$ cat config.mk
export PLATFORM = sky130hd
export DESIGN_NAME = inst_line_buffer
export DESIGN_NICKNAME = d
export VERILOG_FILES = /design/src/rtl/inst_line_buffer.sv
export SDC_FILE = /design/constraint.sdc
export NUM_CORES = 1
export LEC_CHECK = 0
export BUFFER_PORTS_ARGS = -buffer_cell sky130_fd_sc_hd__buf_2
export CORE_AREA = 4 4 315 317
export CTS_BUF_LIST = sky130_fd_sc_hd__clkbuf_4
export DETAILED_ROUTE_END_ITERATION = 8
export DIE_AREA = 0 0 319 321
export PLACE_DENSITY = 0.56
export SYNTH_ARGS = -nofsm -noshare
export SYNTH_HDL_FRONTEND = slang
export SYNTH_SLANG_ARGS = --single-unit
$ cat constraint.sdc
create_clock -name clk -period 3.9 [get_ports clk]
set_input_delay 0.585 -clock clk [delete_from_list [all_inputs] [get_ports clk]]
set_output_delay 0.585 -clock clk [all_outputs]
set_load 0.02 [all_outputs]
$ cat src/rtl/inst_line_buffer.sv
// Instruction line buffer: fetches one 64-byte line at a time from the fill
// engine and hands instructions to decode one per handshake. Redirects flush
// the buffer; a request already accepted by the fill engine is drained.
module inst_line_buffer #(
  parameter int LINE_WIDTH = 512,
  parameter int INST_WIDTH = 32
) (
  input  logic                  clk,
  input  logic                  reset,
  input  logic [63:0]           entry,
  input  logic                  redirect_valid,
  input  logic [63:0]           redirect_pc,
  output logic                  line_req_valid,
  output logic [63:0]           line_req_addr,
  input  logic                  line_req_ready,
  input  logic                  line_resp_valid,
  input  logic [LINE_WIDTH-1:0] line_resp_data,
  output logic                  inst_valid,
  output logic [INST_WIDTH-1:0] inst,
  output logic [63:0]           inst_pc,
  input  logic                  inst_ready
);

  typedef enum logic [1:0] {
    S_REQ     = 2'd0,
    S_WAIT    = 2'd1,
    S_DELIVER = 2'd2,
    S_DRAIN   = 2'd3
  } state_t;

  state_t                state, state_nxt;
  logic [63:0]           pc, pc_nxt;
  logic [LINE_WIDTH-1:0] line_buf;
  logic                  capture;
  logic [63:0]           redir_pc;
  logic [INST_WIDTH-1:0] word;

  assign redir_pc = redirect_pc & ~64'd3;

  // Word select from the buffered line; pc is always word aligned.
  always_comb begin
    word = line_buf[int'(pc[5:2])*INST_WIDTH +: INST_WIDTH];
  end

  // Outputs are gated by reset so nothing is presented while reset is high.
  always_comb begin
    line_req_valid = (state == S_REQ) & ~reset;
    line_req_addr  = {pc[63:6], 6'b0};
    inst_valid     = (state == S_DELIVER) & ~reset;
    inst           = inst_valid ? word : '0;
    inst_pc        = inst_valid ? pc : '0;
  end

  // Next-state / pc update; redirect wins over every other event.
  always_comb begin
    state_nxt = state;
    pc_nxt    = pc;
    capture   = 1'b0;
    case (state)
      S_REQ: begin
        if (redirect_valid) begin
          pc_nxt    = redir_pc;
          // An accepted request still returns a line that must be dropped.
          state_nxt = line_req_ready ? S_DRAIN : S_REQ;
        end else if (line_req_ready) begin
          state_nxt = S_WAIT;
        end
      end
      S_WAIT: begin
        if (redirect_valid) begin
          pc_nxt    = redir_pc;
          // A coincident response is simply dropped; nothing left to drain.
          state_nxt = line_resp_valid ? S_REQ : S_DRAIN;
        end else if (line_resp_valid) begin
          capture   = 1'b1;
          state_nxt = S_DELIVER;
        end
      end
      S_DELIVER: begin
        if (redirect_valid) begin
          pc_nxt    = redir_pc;
          state_nxt = S_REQ;
        end else if (inst_ready) begin
          pc_nxt = pc + 64'd4;
          if (pc[5:2] == 4'hF) state_nxt = S_REQ;
        end
      end
      S_DRAIN: begin
        if (redirect_valid) pc_nxt = redir_pc;
        // Leave once the stale line has arrived, even alongside a redirect,
        // since no further response would ever come.
        if (line_resp_valid) state_nxt = S_REQ;
      end
      default: state_nxt = S_REQ;
    endcase
  end

  // State, pc and line buffer registers with synchronous reset.
  always_ff @(posedge clk) begin
    if (reset) begin
      state    <= S_REQ;
      pc       <= entry & ~64'd3;
      line_buf <= '0;
    end else begin
      state <= state_nxt;
      pc    <= pc_nxt;
      if (capture) line_buf <= line_resp_data;
    end
  end

endmodule
# After elaboration in Yosys (flattened, before gate mapping)
# Index checks and enable logic that the tools add are counted.
# op_classes
add_sub_neg	1
multipliers	0
div	0
n_lt_le_gt_ge	0
eq_ne	12
shifts	1
n_mux	21
bitwise	3
n_reduce_logical	5
# ops
operator	n
indexed part select 512 x 10 -> 32 bit	1
2-to-1 mux 64 bit	5
case mux 64 bit (2 select lines)	1
adder 64 x 3 -> 64 bit (second input constant)	1
2-to-1 mux 32 bit	1
2-to-1 mux 2 bit	10
inequality test 3 bit (second input constant)	3
case mux 2 bit (4 select lines)	1
AND reduction 5 bit	1
equality test 2 bit (second input constant)	2
equality test 4 bit (second input constant)	1
inequality test 4 bit (second input constant)	1
AND reduction 2 bit	2
2-to-1 mux 1 bit	3
inequality test 3 x 1 -> 1 bit (second input constant)	1
inequality test 3 x 2 -> 1 bit (second input constant)	1
OR reduction 3 bit	1
AND 1 bit	2
equality test 2 x 1 -> 1 bit (second input constant)	1
zero test 2 bit	1
inequality test 2 x 1 -> 1 bit (second input constant)	1
inequality test 2 bit (second input constant)	1
inverter 1 bit	1
# totals
ff_bits	578
latchBits	0
mem_bits_rw	0
romBits	0
input_bits	646
out_inout_bits	162
word_cells	47
mem_count	0

# Depth between registers and ports, before layout
# depth
word_depth	5
depth_mapped	9
depth_no_buf	7

# Worst setup path after synthesis
# Ideal clock, no wire load.
# synth_path
path_type	register to output
start	reg pc[2]
end	out inst[0]
arrival_time_ns	2.480
required_ns	3.315
setup_slack_ns	0.835
path_stages_with_launch	7
n_path_buf	3
path_cell_list	edfxtp_1 -> clkbuf_1 -> buf_2 -> buf_1 -> mux4_2 -> mux4_2 -> and2_1
# synth_via
elab_chain_cells	2
# synth_lines
element	line_no	text
from (decl)	32	logic [63:0] pc, pc_nxt;
from (signal assigned)	102	pc <= entry & ~64'd3;
from (signal assigned)	106	pc <= pc_nxt;
indexed part select 512 x 10 -> 32 bit	42	word = line_buf[int'(pc[5:2])*INST_WIDTH +: INST_WIDTH];
2-to-1 mux 32 bit	50	inst = inst_valid ? word : '0;
to (decl)	19	output logic [INST_WIDTH-1:0] inst,
# No other way between the ends.

# Final worst setup path
# layout_path
start	reg pc[2]
end	out inst[28]
# The elaborated chain is that of the path after synthesis.

==> results.md <==
* Failing checks: setup timing
* Worst-Margin Slew at ~1.4 ns
* 1st-pass router iterations at 5
* Ratio of cells with drive above 1 in the final layout at 0.292
* Post-synthesis register bit count at 578
* Largest net degree at the start of global routing at 259
* Max VDD drop at 0.210 mV
* Chip width at 319 um
* Status: complete, but fails checks
* Setup CP Type: reg2out
* Fin Clk Skew at 0.0542 ns
* CP bufs+invs at 4
* Worst EP arrival at 3.45 ns
* Final worst-path cycle share at 1.03
* Final nets at 5143
* Clock tree buffer depth at 3
* Clock-pin slew on the worst setup and hold paths at 0.07 ns
* Core area at 96300 sq um
* Post-synth top area share at 0.385
* Peak Freq at 248 MHz
* Row count at 114
* RSZ-0062 raised after global routing: yes
* Worst EP required at 3.31 ns
* YS warnings at 0
* Final wirelength at approximately 120 mm
* Max Cap Viol at 0
* Total Die Area at about 100000 sq um
* Power per cell area at 353 nW/um^2
* Initial core utilization at 0.278
* Routed wire per std cell at 20.8 um
* Sw Ratio at 0.286
* Ports at 808
* Avg Cell Area, Syn at 8.59 sq um
* Setup ws final at -0.135 ns
* Final setup vio count at 30
* Yosys cell types at 48
* Commonest non-fill, non-tap cell in the layout: nand2_1
* Port buffer count at around 800
* Most frequent cells in the layout: nand2_1 (1115), buf_2 (766), dlygate4sd3_1 (643)
* Gr usage total at 0.230
* Leakage at 16.0 nW
* Mapped Area at 26800 sq um
* Worst min path class: in2reg
* Dominant cell type by area after synthesis: dfxtp_1
* Clock Tree Root: clkbuf_4
* Kind of cell adding the most delay to the critical path: multiplexers
* Die Span Y at 321 um
* Non-filler cells, final at 5934
* Htree depth at 4
* Final Hold Viols at 0
* EDFF count, synth at 62
* Global-route wire length before repair at ~180 mm
* Area grow syn2layout at 53.1%
* Synth async-reset ratio at 0
* Worst path slowest cell: mux4_2
* CP max stage delay at 0.64 ns
* Max-slew violation count at 0
* Sw power at around 4.1 mW
* Int Pwr at 10.3 mW
* Inst Count DP at 4934
* Dpl hpwl at between 80 and 90 mm
* Setup_tns at -1.70 ns
* Top post-synthesis cells by area: dfxtp_1 (39%), nand2_1 (16%), mux4_2 (13%)
* Sink Count at 578
* Gr ovfl total at 0
* Worst relative slew slack at 0.0771
* Final min period at 4.04 ns
* Comb power frac at 0.172
* Routed vias at 28640
* Vias in the first global route at 28667
* CTS tree: built
* Clk_lat worst skew at 1.02 ns
* Util after Layout at 0.426
* CTS buffer count at 162
* Worst path cell trace: buf_6, buf_16, buf_16, mux4_2, mux4_2, and2_4, buf_6
* CP Launch Type: register
* # DRC at 0
* Top_reg_cell synth: dfxtp_1
* Clock Power Share at 0.387
* Post-route ant nets at 0
* Reg power frac at 0.441
* Initial antenna violation count at 55
* CP Max Fanout at 7
* Vias per inst at around 4.8
* Register area share after synthesis at 0.455
* Iter 0 DRT Violations at 2490
* Mapped Cells at about 3100
* Crit. End Element: primary output
* Placer Congestion at 0.863
tightest hold or removal path: cells and delay by family:
kind | cells | cell delay (ns)
buf+inv | 1 | 0.07
compound gates | 1 | 0.15
simple gates | 1 | 0.25
final timing paths:
| check | from | end | slack, ns | cells past startpoint |
|---|---|---|---|---|
| max | pc[2]$_DFFE_PP_ | inst[28] | -0.14 | 7 |
| min | redirect_pc[13] | pc[13]$_DFFE_PP_ | 0.15 | 3 |
| max reg2reg | pc[2]$_DFFE_PP_ | pc[54]$_DFFE_PP_ | 0.31 | 11 |
| min reg2reg | line_buf[405]$_SDFFE_PP0P_ | line_buf[405]$_SDFFE_PP0P_ | 0.45 | 2 |
repair_timing:
item | CTS | global route
gates cloned | 6 | 4
setup endpoints to repair | 32 | 35
pin swaps | 0 | 10
buffers inserted | 12 | 10
hold endpoints to repair | 581 | 0
hold buffers | 643 | 0
resized for setup | 42 | 87
synthesized netlist by cell type, types with 2 or more instances:
cell,instances
o31ai_1,8
nand4_1,18
nand2b_1,4
and4_1,7
a31oi_1,2
o21ai_0,38
mux2i_1,8
mux4_2,160
o221ai_1,18
nor4_1,14
edfxtp_1,62
o31a_1,3
a221o_1,2
clkbuf_1,216
nor3b_1,8
nand2_1,1116
buf_1,33
or3_1,2
nand3_1,26
a21o_1,2
a21oi_1,540
xnor2_1,25
and3_1,10
and2_1,93
nor2_1,40
nor2b_1,3
xor2_1,25
buf_6,2
nor3_2,5
buf_4,65
inv_1,9
a311oi_1,2
dfxtp_1,516
nor3_1,24
nand3b_1,2
cell families after synthesis:
kind of cell / Yosys count / synth area share
simple gates: 1379 / 0.215
compound gates: 617 / 0.120
flops: 578 / 0.455
buf+inv: 326 / 0.0553
mux: 169 / 0.138
xor+xnor: 50 / 0.0163
fa+ha+maj: 1 / 0.000467
other cells: 1 / 0.000140
routing by layer:
| metal | routed length (um) | up-vias | GRT usage |
|---|---|---|---|
| met5 | 88 | - | 0 |
| met4 | 5080 | 16 | 0.101 |
| met2 | 58500 | 1222 | 0.380 |
| li1 | - | 13451 | - |
| met1 | 50300 | 13659 | 0.284 |
| met3 | 9260 | 292 | 0.0590 |
power by group through the flow:
stage               Combinational (mW)  Sequential, mW  Clock (mW)
floorplan                         1.05            6.45           0
global placement                  1.75            6.52           0
detailed placement                1.76            6.52           0
CTS                               2.44            6.39        5.78
global route                      2.67            6.41        6.14
finish                            2.49            6.39        5.60
state kept, by name (all words and copies together), names as in the netlist:
signal    cells
pc           64
state         2
line_buf    512
metrics by stage:
step           setup WS [ns]  hold slack, ns  instance area (sq um)  total power [mW]
2_1_floorplan          0.835           0.421                  26800              7.50
3_3_place_gp           0.672           0.439                  31600              8.27
3_5_place_dp           0.668           0.439                  31600              8.28
4_1_cts               -0.256          0.0364                  40500              14.6
5_1_grt               -0.292          0.0820                  41000              15.2
6_report              -0.135           0.155                  41000              14.5
final cells by class:
type                       instances  area (sq um)
clock buffer                     243          1820
fill                            9492         55200
tap                             1276          1600
timing repair buffer            1523         11800
inverter                           9          33.8
sequential                       578         12200
antenna                           45           113
multi-input combinational       2222         13300
clock inverter                    38           195
Note: power is estimated with default switching activity, not from simulation.
